$ cat src/rtl/lag_sweep_sequencer.sv
// Frame-level lag sweep controller: runs one integration frame per lag step,
// drives per-channel lag values and hands each finished frame to the TX path.
module lag_sweep_sequencer #(
    parameter int unsigned NUM_INPUTS  = 8,
    parameter int unsigned LAG_WIDTH   = 20,
    parameter int unsigned INC_WIDTH   = 12,
    parameter int unsigned FRAME_WIDTH = 24,
    parameter int unsigned IDX_WIDTH   = 12
) (
    input  logic                            intclk,
    input  logic                            reset,
    input  logic                            enable,
    input  logic                            start,
    input  logic                            abort,
    input  logic [FRAME_WIDTH-1:0]          frame_cycles,
    input  logic [LAG_WIDTH-1:0]            lag_start,
    input  logic [LAG_WIDTH-1:0]            lag_len,
    input  logic [INC_WIDTH-1:0]            lag_inc,
    input  logic [NUM_INPUTS-1:0]           chan_mask,
    input  logic                            tx_ack,
    output logic                            integrate,
    output logic                            capture_start,
    output logic                            tx_req,
    output logic                            busy,
    output logic                            done,
    output logic [NUM_INPUTS*LAG_WIDTH-1:0] lag_current_a,
    output logic [IDX_WIDTH-1:0]            frame_idx
);

    typedef enum logic [2:0] {
        IDLE,
        LOAD,
        INTEGRATE,
        TX_WAIT,
        STEP,
        DONE
    } state_t;

    state_t state, state_nxt;

    logic [FRAME_WIDTH-1:0] frame_load, frame_init, frame_cnt;
    logic [LAG_WIDTH-1:0]   sh_start, sh_len, cur_lag;
    logic [INC_WIDTH-1:0]   sh_inc;
    logic [NUM_INPUTS-1:0]  sh_mask;
    logic [LAG_WIDTH:0]     lag_next, lag_end;
    logic                   kill, sweep_end;

    assign kill       = abort | ~enable;
    assign frame_load = (frame_cycles == '0) ? '0 : frame_cycles - FRAME_WIDTH'(1);
    // One extra bit so the end-of-sweep compare cannot wrap.
    assign lag_next   = {1'b0, cur_lag} + (LAG_WIDTH+1)'(sh_inc);
    assign lag_end    = {1'b0, sh_start} + {1'b0, sh_len};
    assign sweep_end  = (sh_inc == '0) || (lag_next >= lag_end);

    always_comb begin
        state_nxt = state;
        case (state)
            IDLE:      if (start && enable && !abort) state_nxt = LOAD;
            LOAD:      state_nxt = INTEGRATE;
            INTEGRATE: if (frame_cnt == '0) state_nxt = TX_WAIT;
            TX_WAIT:   if (tx_ack) state_nxt = STEP;
            STEP:      state_nxt = sweep_end ? DONE : INTEGRATE;
            DONE:      state_nxt = IDLE;
            default:   state_nxt = IDLE;
        endcase
        if (state != IDLE && kill) state_nxt = IDLE;
    end

    // Strobes are registered from the next state so they align with the state.
    always_ff @(posedge intclk or posedge reset) begin
        if (reset) begin
            state         <= IDLE;
            integrate     <= 1'b0;
            capture_start <= 1'b0;
            tx_req        <= 1'b0;
            busy          <= 1'b0;
            done          <= 1'b0;
        end else begin
            state         <= state_nxt;
            integrate     <= (state_nxt == INTEGRATE);
            capture_start <= (state_nxt == INTEGRATE) && (state != INTEGRATE);
            tx_req        <= (state_nxt == TX_WAIT);
            busy          <= (state_nxt != IDLE);
            done          <= (state_nxt == DONE);
        end
    end

    always_ff @(posedge intclk or posedge reset) begin
        if (reset) begin
            frame_init    <= '0;
            frame_cnt     <= '0;
            sh_start      <= '0;
            sh_len        <= '0;
            sh_inc        <= '0;
            sh_mask       <= '0;
            cur_lag       <= '0;
            frame_idx     <= '0;
            lag_current_a <= '0;
        end else if (!kill) begin
            case (state)
                LOAD: begin
                    frame_init <= frame_load;
                    frame_cnt  <= frame_load;
                    sh_start   <= lag_start;
                    sh_len     <= lag_len;
                    sh_inc     <= lag_inc;
                    sh_mask    <= chan_mask;
                    cur_lag    <= lag_start;
                    frame_idx  <= '0;
                    for (int unsigned a = 0; a < NUM_INPUTS; a++)
                        lag_current_a[a*LAG_WIDTH +: LAG_WIDTH] <= lag_start;
                end
                INTEGRATE: begin
                    if (frame_cnt != '0) frame_cnt <= frame_cnt - FRAME_WIDTH'(1);
                end
                STEP: begin
                    if (!sweep_end) begin
                        cur_lag   <= lag_next[LAG_WIDTH-1:0];
                        frame_cnt <= frame_init;
                        if (frame_idx != '1) frame_idx <= frame_idx + IDX_WIDTH'(1);
                        for (int unsigned a = 0; a < NUM_INPUTS; a++)
                            if (sh_mask[a])
                                lag_current_a[a*LAG_WIDTH +: LAG_WIDTH] <= lag_next[LAG_WIDTH-1:0];
                    end
                end
                default: ;
            endcase
        end
    end

endmodule

$ cat config.mk
export PLATFORM = sky130hd
export DESIGN_NAME = lag_sweep_sequencer
export DESIGN_NICKNAME = d
export VERILOG_FILES = /design/src/rtl/lag_sweep_sequencer.sv
export SDC_FILE = /design/constraint.sdc
export NUM_CORES = 1
export LEC_CHECK = 0
export ABC_AREA = 1
export CAP_MARGIN = 15
export CORE_ASPECT_RATIO = 1.2
export CORE_MARGIN = 1.5
export CORE_UTILIZATION = 55
export DETAILED_ROUTE_END_ITERATION = 16
export PLACE_DENSITY = 0.78
export SKIP_CTS_REPAIR_TIMING = 1
export SLEW_MARGIN = 0
export SYNTH_ARGS = -nofsm -noshare
export SYNTH_HDL_FRONTEND = slang
export SYNTH_SLANG_ARGS = --single-unit
$ cat constraint.sdc
create_clock -name intclk -period 12.3 [get_ports intclk]
set_input_delay 1.845 -clock intclk [delete_from_list [all_inputs] [get_ports intclk]]
set_output_delay 1.845 -clock intclk [all_outputs]
set_load 0.02 [all_outputs]
==> results.md <==
* Cell-by-cell trace of the critical path: ha_1, inv_1, fa_1, inv_1, nand3_1, nand2_1, nand2_1, nand2_1, nand2_1, nand2_1, nand2_1, nor3_1, ha_1, a21o_1, nor2_1, nand3_1, nor2_2, nand3_4, nand2_2, buf_4, nand2_1, nand2_1, nand2_1
* Synth top area share at 0.4592
* Fin. Hold Viols at 0
* Multi-input gate area at between 8000 and 9000 um^2
* CORE AREA at 29780 um^2
* Die width at roughly 160 um
* Min Tclk post-route at between 5000 and 6000 ps
* Mapped Nets at roughly 2.4k
* Top cells by instance count after synthesis: nand2_1, dfrtp_1, nand3_1
* #FFs+latches synth at a little over 300
* Crit-path leading delay family: simple AND/OR/NAND/NOR gates
* Initial Utilization at 0.5635
* Clk root buf: clkbuf_16
* CP Max Fanout at a little over 90
* First drt pass iteration count at 5
* Unrepaired setup endpoints after global routing: no
* CP Launch Type: flip-flop
* Initial DRC Count at approximately 1.5k
* Synth Instances at approximately 2.3k
* Synth cell types at 52
* Nets@finish at between 2k and 3k
* Register area at approximately 7700 um^2
* Row Count at between 60 and 70
* VDD IR max at between 150 and 200 uV
* Via/cell ratio at between 5 and 6
* Routed len/inst at ~18 um
* Clk_skew at around 23 ps
* Count leader, synth: nand2_1
* Post-synth EDFFs at 0
* First-pass GRT wire length at 82270 um
* Total Wirelength at 51720 um
* IO Pins at 267
* Crit-path slowest cell: nand2_1
* Layout cell share with drive strength beyond 1 at 0.03376
* Placed inst area at approximately 20000 um^2
* Num Clock Sinks at 308
* Total gr overflow at 0
* Initial antenna violation count at 0
* Drt drc at 0
* Max stage delay on crit path at 780 ps
* Outcome: finished, final reports clean
* MaxCap Viol Count at 0
* GPL Wtd Cong at approximately 0.93
* H-tree depth at 1
* GRT Resource Usage Total at 0.3288
* Worst skew pair latency at between 500 and 600 ps
* Die footprint at roughly 32000 um^2
* Final Cell Area at between 20000 and 25000 um^2
* CP Data Required Time at between 10000 and 15000 ps
* Reg clk slew, reported paths at 70 ps
* Slew @ Worst Pin at between 1000 and 1500 ps
* Worst Hold Class: reg2reg
* Input/output buffers at 266
* Height of the die at about 200 um
* Setup TNS at 0 ps
* Hold WS at 470.7 ps
* Synth area leaders: dfrtp_1, nand2_1, nand3_1
* Leak pwr at about 11 nW
* Fmax at about 0.19 GHz
* Top FF cell, synth: dfrtp_1
* Pin count of the biggest net entering global routing at between 150 and 200
* CP most frequent cell: nand2_1
* CTS Buf Count at 31
* Critical path buffers and inverters at 3
* TritonCTS clock tree: done
* Seq/Total Area, Yosys at 0.4592
* Final Cycle Share at 0.4361
* PwrDens at ~260 nW/um^2
* DPL Wire Length at between 30000 and 40000 um
* Area Growth Syn to Fin at 23.12%
* Synthesized cell area at 16780 um^2
* Number of global-route vias before repair at 15.47k
* Setup violators final at 0
* Dominant cell type by area after synthesis: dfrtp_1
* Slew Limit Fails at 0
* # fillers at ~2.5k
* Final Power at 0.005307 W
* Dpl cells at between 2k and 3k
* Ys async rst share at 1.000
* Max Buffers Root-to-Sink at 3
* Post-route antenna net violation count at 0
* Via Count at between 15k and 20k
* Antenna cells at 0
* Fin cells at 2908
* Slew Limit Headroom at 0.2291
* CP arrival at between 5000 and 6000 ps
* Yosys warns at 0
* Crit. End Element: flip-flop
* Crit Path Category: reg2reg
* Mean post-synth cell area at about 7.4 um^2
cells in the final DEF, fill, tap and decap left out, types with 4 or more instances in the layout:
cell type	instances
nand2_1	976
dfrtp_1	308
clkdlybuf4s50_1	266
nand3_1	236
nor2_1	158
inv_1	147
o21ai_0	62
a21oi_1	56
ha_1	56
nand4_1	37
clkbuf_16	31
xor2_1	27
xnor2_1	16
o21ai_1	14
and2_1	12
a21o_1	9
nor3_1	9
clkbuf_1	8
clkinv_2	6
inv_2	5
o21ai_2	5
buf_4	5
nand3b_1	4
o21bai_1	4
bufinv_16	4
clkbuf_8	4
worst paths after layout:
path	from	to	slack, ps	cells past startpoint
max	sh_inc[0]$_DFFE_PP0P_	lag_current_a[115]$_DFFE_PP0P_	6940	23
min	lag_current_a[43]$_DFFE_PP0P_	lag_current_a[43]$_DFFE_PP0P_	470	2
max reg2reg	sh_inc[0]$_DFFE_PP0P_	lag_current_a[115]$_DFFE_PP0P_	6940	23
min reg2reg	lag_current_a[43]$_DFFE_PP0P_	lag_current_a[43]$_DFFE_PP0P_	470	2
max in group asynchronous	reset	lag_current_a[30]$_DFFE_PP0P_	8980	3
min in group asynchronous	reset	lag_current_a[122]$_DFFE_PP0P_	1850	2
metal layers:
metal	track usage	part of all wire	wire length (um)
met2	0.5720	0.49	25360
met3	0.03628	0.068	3536
met4	0.1237	0.037	1912
met1	0.4204	0.40	20910
met5	0	0	0
worst reg2reg max path: cells and delay by family, from the launching register on:
| kind | cells | cell delay, ps |
|---|---|---|
| AOI/OAI and AO/OA | 1 | 180 |
| DFF | 1 | 390 |
| adders and majority gates | 3 | 880 |
| and+or+nand+nor | 16 | 2920 |
| buffers and inverters | 3 | 860 |
power breakdown:
group          switching [W]  leakage, nW  total [W]  internal [W]
Clock               0.000415        0.514   0.000988      0.000573
Sequential          0.000318         3.96    0.00174       0.00143
Combinational        0.00153         6.15    0.00257       0.00104
Total                0.00227         10.6    0.00531       0.00304
cell type report:
| type | count | share of cell area |
|---|---|---|
| multi-input combinational | 1725 | 0.3920 |
| sequential | 308 | 0.3730 |
| timing repair buffer | 273 | 0.1324 |
| clock buffer | 43 | 0.04166 |
| inverter | 155 | 0.02852 |
| tap | 390 | 0.02361 |
| clock inverter | 14 | 0.008900 |
kinds of logic (layout without fill, tap and decap cells):
logic type | after synthesis | count (layout) | share of synthesized area
xor+xnor | 43 | 43 | 0.02244
fa+ha+maj | 58 | 58 | 0.04413
simple gates | 1456 | 1456 | 0.3590
flops | 308 | 308 | 0.4592
compound gates | 168 | 168 | 0.05681
buf+inv | 235 | 485 | 0.05845
sequential cells by signal, summed over array words and instances, names as in the netlist, 3 cells and up:
| register | cells |
|---|---|
| sh_start | 20 |
| cur_lag | 20 |
| sh_mask | 8 |
| lag_current_a | 160 |
| frame_idx | 12 |
| sh_len | 20 |
| frame_init | 24 |
| state | 3 |
| sh_inc | 12 |
| frame_cnt | 24 |
stage by stage:
| stage | setup slack, ps | utilization |
|---|---|---|
| finish | 6936 | 0.6938 |
| global route | 6467 | 0.6938 |
| CTS | 7061 | 0.6933 |
| detailed placement | 7076 | 0.6582 |
| global placement | 7188 | 0.6582 |
| floorplan | 1939 | - |
No activity file was read; power rests on OpenSTA's default activity.
